<file path="src/rtl/reg_file.sv">
// 32 x 32-bit register file with x0 hard-wired to zero, a post-reset clear
// sequence that seeds the stack pointer, and optional write-to-read forwarding.
module reg_file #(
  parameter logic [31:0] SP_INIT = 32'h0000_0FFC,
  parameter logic        BYPASS  = 1'b1
) (
  input  logic        CLK,
  input  logic        RST,
  input  logic [4:0]  RS1_ADDR,
  input  logic [4:0]  RS2_ADDR,
  input  logic [4:0]  RD_ADDR,
  input  logic        RD_WRITE_EN,
  input  logic [31:0] RD_DATA,
  output logic [31:0] REG_READ1,
  output logic [31:0] REG_READ2,
  output logic        REG_BUSY
);

  typedef enum logic {CLEAR, RUN} state_t;

  state_t      state;
  logic [4:0]  cnt;
  logic [31:0] regs [0:31];

  // The reset edge only restarts the clear walk; storage is initialised by
  // the walk itself, one register per edge, so reset never touches regs.
  always_ff @(posedge CLK) begin
    if (RST) begin
      state    <= CLEAR;
      cnt      <= 5'd0;
      REG_BUSY <= 1'b1;
    end else begin
      case (state)
        CLEAR: begin
          if (cnt != 5'd0)
            regs[cnt] <= (cnt == 5'd2) ? SP_INIT : 32'h0;
          if (cnt == 5'd31) begin
            state    <= RUN;
            REG_BUSY <= 1'b0;
          end else begin
            cnt <= cnt + 5'd1;
          end
        end
        RUN: begin
          if (RD_WRITE_EN && (RD_ADDR != 5'd0))
            regs[RD_ADDR] <= RD_DATA;
        end
        default: state <= CLEAR;
      endcase
    end
  end

  function automatic logic [31:0] read_port(input logic [4:0] addr);
    logic [31:0] value;
    value = 32'h0;
    if ((state == RUN) && (addr != 5'd0)) begin
      if (BYPASS && RD_WRITE_EN && (RD_ADDR == addr))
        value = RD_DATA;
      else
        value = regs[addr];
    end
    return value;
  endfunction

  always_comb begin
    REG_READ1 = read_port(RS1_ADDR);
    REG_READ2 = read_port(RS2_ADDR);
  end

endmodule

</file>
<file path="config.mk">
export PLATFORM = sky130hd
export DESIGN_NAME = reg_file
export DESIGN_NICKNAME = d
export VERILOG_FILES = /design/src/rtl/reg_file.sv
export SDC_FILE = /design/constraint.sdc
export NUM_CORES = 1
export LEC_CHECK = 0
export BUFFER_PORTS_ARGS = -buffer_cell sky130_fd_sc_hd__buf_2
export CORE_MARGIN = 2
export CORE_UTILIZATION = 50
export DETAILED_ROUTE_END_ITERATION = 12
export PLACE_DENSITY = 0.66
export SETUP_SLACK_MARGIN = 0.02
export SLEW_MARGIN = 5
export SYNTH_ARGS = -nofsm -noshare
export SYNTH_HDL_FRONTEND = slang
export SYNTH_SLANG_ARGS = --single-unit
</file>
<file path="constraint.sdc">
create_clock -name CLK -period 6.42 [get_ports CLK]
set_clock_uncertainty 0.05 [all_clocks]
set_input_delay 1.284 -clock CLK [delete_from_list [all_inputs] [get_ports CLK]]
set_output_delay 1.284 -clock CLK [all_outputs]
set_load 0.02 [all_outputs]
</file>
Word-level counts from Yosys, hierarchy flattened
Memory sizes are Yosys's and may differ from the RTL's.
Cells that the tools add are included.

word-level totals
  input port bits = 50
  memories kept = 1
  output and inout port bits = 65
  memory bits (writable) = 1,024
  flip-flop bits (word level) = 7
  word-level logic and storage cells = 41

memory list
  name  words  width  rd ports  clocked after memory_dff  write ports  RTL line  RTL
  regs  32     32     2         0                         1            23        logic [31:0] regs [0:31];

operators by class
  add/subtract/negate cells = 1
  reductions and logical operators = 12
  mux-type cells = 18
  bitwise logic cells = 2
  eq/ne operators = 4

operator list
  kind                                            number
  2-to-1 mux 32 bit                               5
  OR reduction 32 bit                             1
  nonzero test 5 bit                              4
  2-to-1 mux 12 bit                               1
  2-to-1 mux 1 bit                                11
  == test 5 bit                                   2
  adder 5 x 1 -> 5 bit (second input constant)    1
  == test 5 x 2 -> 1 bit (second input constant)  1
  == test 5 bit (second input constant)           1
  logical AND 1 bit                               5
  2-to-1 mux 5 bit                                1
  AND reduction 2 bit                             2
  inverter 1 bit                                  2

Depth between registers and ports, before layout
  depth in word-level cells = 8
  depth in mapped cells = 10

Least setup slack after synthesis
No wires, ideal clock.

  path kind = in2out
  start = input RS2_ADDR[0]
  end = output REG_READ2[30]
  cell stages on the path = 8
  data arrival time = 3,448 ps
  slack = 1,638 ps
  buffers on the path = 3
  path through = buf_4 -> buf_6 -> buf_4 -> mux2i_1 -> a221oi_1 -> o21ai_0 -> nor4b_1 -> a2111oi_0

between the ends
  cells in the longest elaborated chain, start to end = 4
  elaborated cells on any way between the ends = 7

ends and longest elaborated chain
  item                                                               RTL line  RTL
  start, declared                                                    10        input logic [4:0] RS2_ADDR,
  branches (longest 3 deep; another with memory read (32 x 32 bit))  n/a
  2-to-1 mux 32 bit (*)                                              56        if ((state == RUN) && (addr != 5'd0)) begin
  end, declared                                                      15        output logic [31:0] REG_READ2,

Mark *: on every way between the ends.

Worst setup path after layout
  start = input RS1_ADDR[3]
  end = output REG_READ1[16]

between the ends
  cells in the longest elaborated chain, start to end = 4
  elaborated cells on any way between the ends = 7

ends and longest elaborated chain
  item                                                               RTL line  RTL
  start, declared                                                    9         input logic [4:0] RS1_ADDR,
  branches (longest 3 deep; another with memory read (32 x 32 bit))  n/a
  2-to-1 mux 32 bit (*)                                              56
  end, declared                                                      14        output logic [31:0] REG_READ1,

Marked as above.

==> metrics.yaml <==
area_delta_synth_final_pct: 12.37
muxShareOfSynthArea: 0.2347
worst_ep_arrival_time_ps: 4210
gr-total-overflow: 0
max-slew-margin-rel: 0.1736
worst_pin_slew_ps: 1237
insertion_delay_ps: 690
setup_tns_ps: 0
outcome: "finished clean"
cts_htree_levels: 3
grtUsageTotal: 0.3218
grt_max_degree: 66
cts_setup_buffers: 0
cts_inserted_buffers: 107
core_area_mm2: 0.09671
synth_compound_area_frac: 0.07245
clkTransAtPathRegs_ps: 50
synth-edff-count: 1024
io-pin-count: 115
synth_top_family_by_area: "multiplexers"
fmax_ghz: 0.1802
drtPass1Iterations: 6
criticalPathCategory: "input port to output pin"
r2r-start: "state"
synth_xor_area_frac: 0.002335
rsz0062_at_grt: "no"
hpwlAfterDp_mm: 95.11
antenna_found_initial: 4
maxCapViolCount: 0
ys_types: 52
layout-drive-gt1-share: 0.2911
fp.dieH_um: 316.3
grt_pass1_wl_mm: 226.9
cts_hold_buf: 0
drcViolationCount: 0
drt_iter0_markers: 4713
die_w_um: 316.3
final_common_cell: "edfxtp_1"
hold_slack_ps: 517.5
cp_data_required_time_ps: 5090
cpLargestDelayFamily: "buffers and inverters"
wl_per_cell_um: 38.15
setup_viol: 0
crit_chain: "buf_2 > buf_4 > xor2_1 > nor4_1 > and3_1 > nor2b_4 > buf_4 > a32o_1 > buf_2"
synth-seq-cells: 1031
ir_drop_uv: 264.2
finalNetCount: 2911
finalHoldViolations: 0
crit_slowest_cell: "buf_2"
slowest_delay_ps: 600
worstSetupStartpointType: "input port"
synth_cells: 2735
cts_tree: "built"
ys_warn_count: 0
min_path_type: "flip-flop to flip-flop"
period_needed_ps: 5549
async_flop_share: 0
ant_nets: 0
post_cts.resized_instances: 0
whs_path_depth: 1
period_share: 0.8643
path_buf_inv: 4
drt-total-wl_mm: 161.0
via_count: 31341
root_buffer: "clkbuf_16"
yosys.area_share.simple: 0.03085
crit_start: "RS1_ADDR[3]"
initial_core_util: 0.5042
syn_area_mm2: 0.04876
rr_worst_depth: 6
grt_pass1_vias: 30957
cellPowerDensity_mw_per_mm2: 266.0
layout_common_cells: "edfxtp_1 (1,024), mux4_2 (387), mux2i_1 (251), clkbuf_16 (110), buf_4 (109)"
clock_sinks: 1031
synth_ff_type: "edfxtp_1"
leakage_nw: 16.83
routabilityCongestion: 0.8854
synthAdderAreaFrac: 0.001027
setup.worst_path.end_class: "output pin"
numPortBuffers: 114
clockBufferDepth: 3
synth_nets: 2789
row_count: 114
slew_violations: 0
yosysSeqAreaShare: 0.6336
synth_area_per_cell_um2: 17.83
viasPerCell: 7.425
dieArea_mm2: 0.1000
path_max_fanout: 22
cp.depth: 9
min_from: "REG_BUSY"
[path summary, 6_finish.rpt]
check,slack [ps],to
setup reg to reg,2190,regs[11][28]
hold reg to reg,520,REG_BUSY
hold / removal,520,REG_BUSY
setup / recovery,870,REG_READ1[16]
[layout make-up]
class	instances	area (µm²)
fill	7221	41920
clock buffer	138	2858
timing repair buffer	244	1892
clock inverter	58	519.2
inverter	9	35.03
antenna	1	2.502
multi-input combinational	1464	16990
sequential	1031	30890
tap	1276	1597
[cells in the mapped netlist, drive strengths merged, types with 29 or more instances]
cell	count	area share
mux2i	251	0.052
a21oi	48	0.0049
nand3	44	0.0045
o221ai	29	0.0052
buf	137	0.017
a221oi	63	0.011
a22oi	60	0.0092
edfxtp	1024	0.63
a31oi	33	0.0042
nor2	81	0.0063
nand2	106	0.0082
a221o	36	0.0074
clkbuf	94	0.0073
nand2b	32	0.0041
a22o	30	0.0054
mux4	387	0.18
o211ai	30	0.0046
o21ai	55	0.0056
[layer usage]
| metal | vias to the layer above | share of wire | wire length [µm] | GRT usage |
|---|---|---|---|---|
| li1 | 11910 | - | - | - |
| met1 | 16421 | 0.36 | 58460 | 0.4444 |
| met2 | 2534 | 0.46 | 74280 | 0.4974 |
| met3 | 476 | 0.13 | 20270 | 0.06802 |
| met4 | 0 | 0.050 | 8035 | 0.1452 |
| met5 | - | 0 | 0 | 0 |
[worst register-to-register path: cells and delay by family (launching register included)]
family / cells / cell delay, ps
AO/OA/AOI/OAI: 2 / 1670
buffers and inverters: 2 / 950
AND/OR/NAND/NOR: 2 / 760
flip-flops: 1 / 470
[registers in the layout, indices dropped and copies added (netlist names)]
name / cells
REG_BUSY: 1
regs: 1024
state: 1
cnt: 5
[kinds of logic after synthesis]
family / count (synthesis)
xor+xnor: 13
fa+ha+maj: 4
simple gates: 322
buf+inv: 240
mux: 657
flops: 1031
compound gates: 468
[power by group]
group / leakage, nW / total, mW / internal [mW] / switching (mW)
registers: 8.40 / 7.41 / 7.39 / 0.0200
logic: 6.79 / 1.06 / 0.392 / 0.664
clock network: 1.64 / 6.10 / 3.49 / 2.62
[stage by stage]
step / setup slack, ps / utilization / power [mW] / cell area (µm²) / cells
finish: 871.3 / 0.5665 / 14.57 / 54790 / 4221
global route: 781.8 / 0.5665 / 14.88 / 54790 / 4221
CTS: 928.5 / 0.5665 / 14.58 / 54780 / 4220
detailed placement: 943.0 / 0.5316 / 8.589 / 51410 / 4024
global placement: 861.7 / 0.5316 / 8.573 / 51410 / 4024
floorplan: 1638 / - / 8.224 / 48760 / 2735
(Power assumes the default switching activity.)
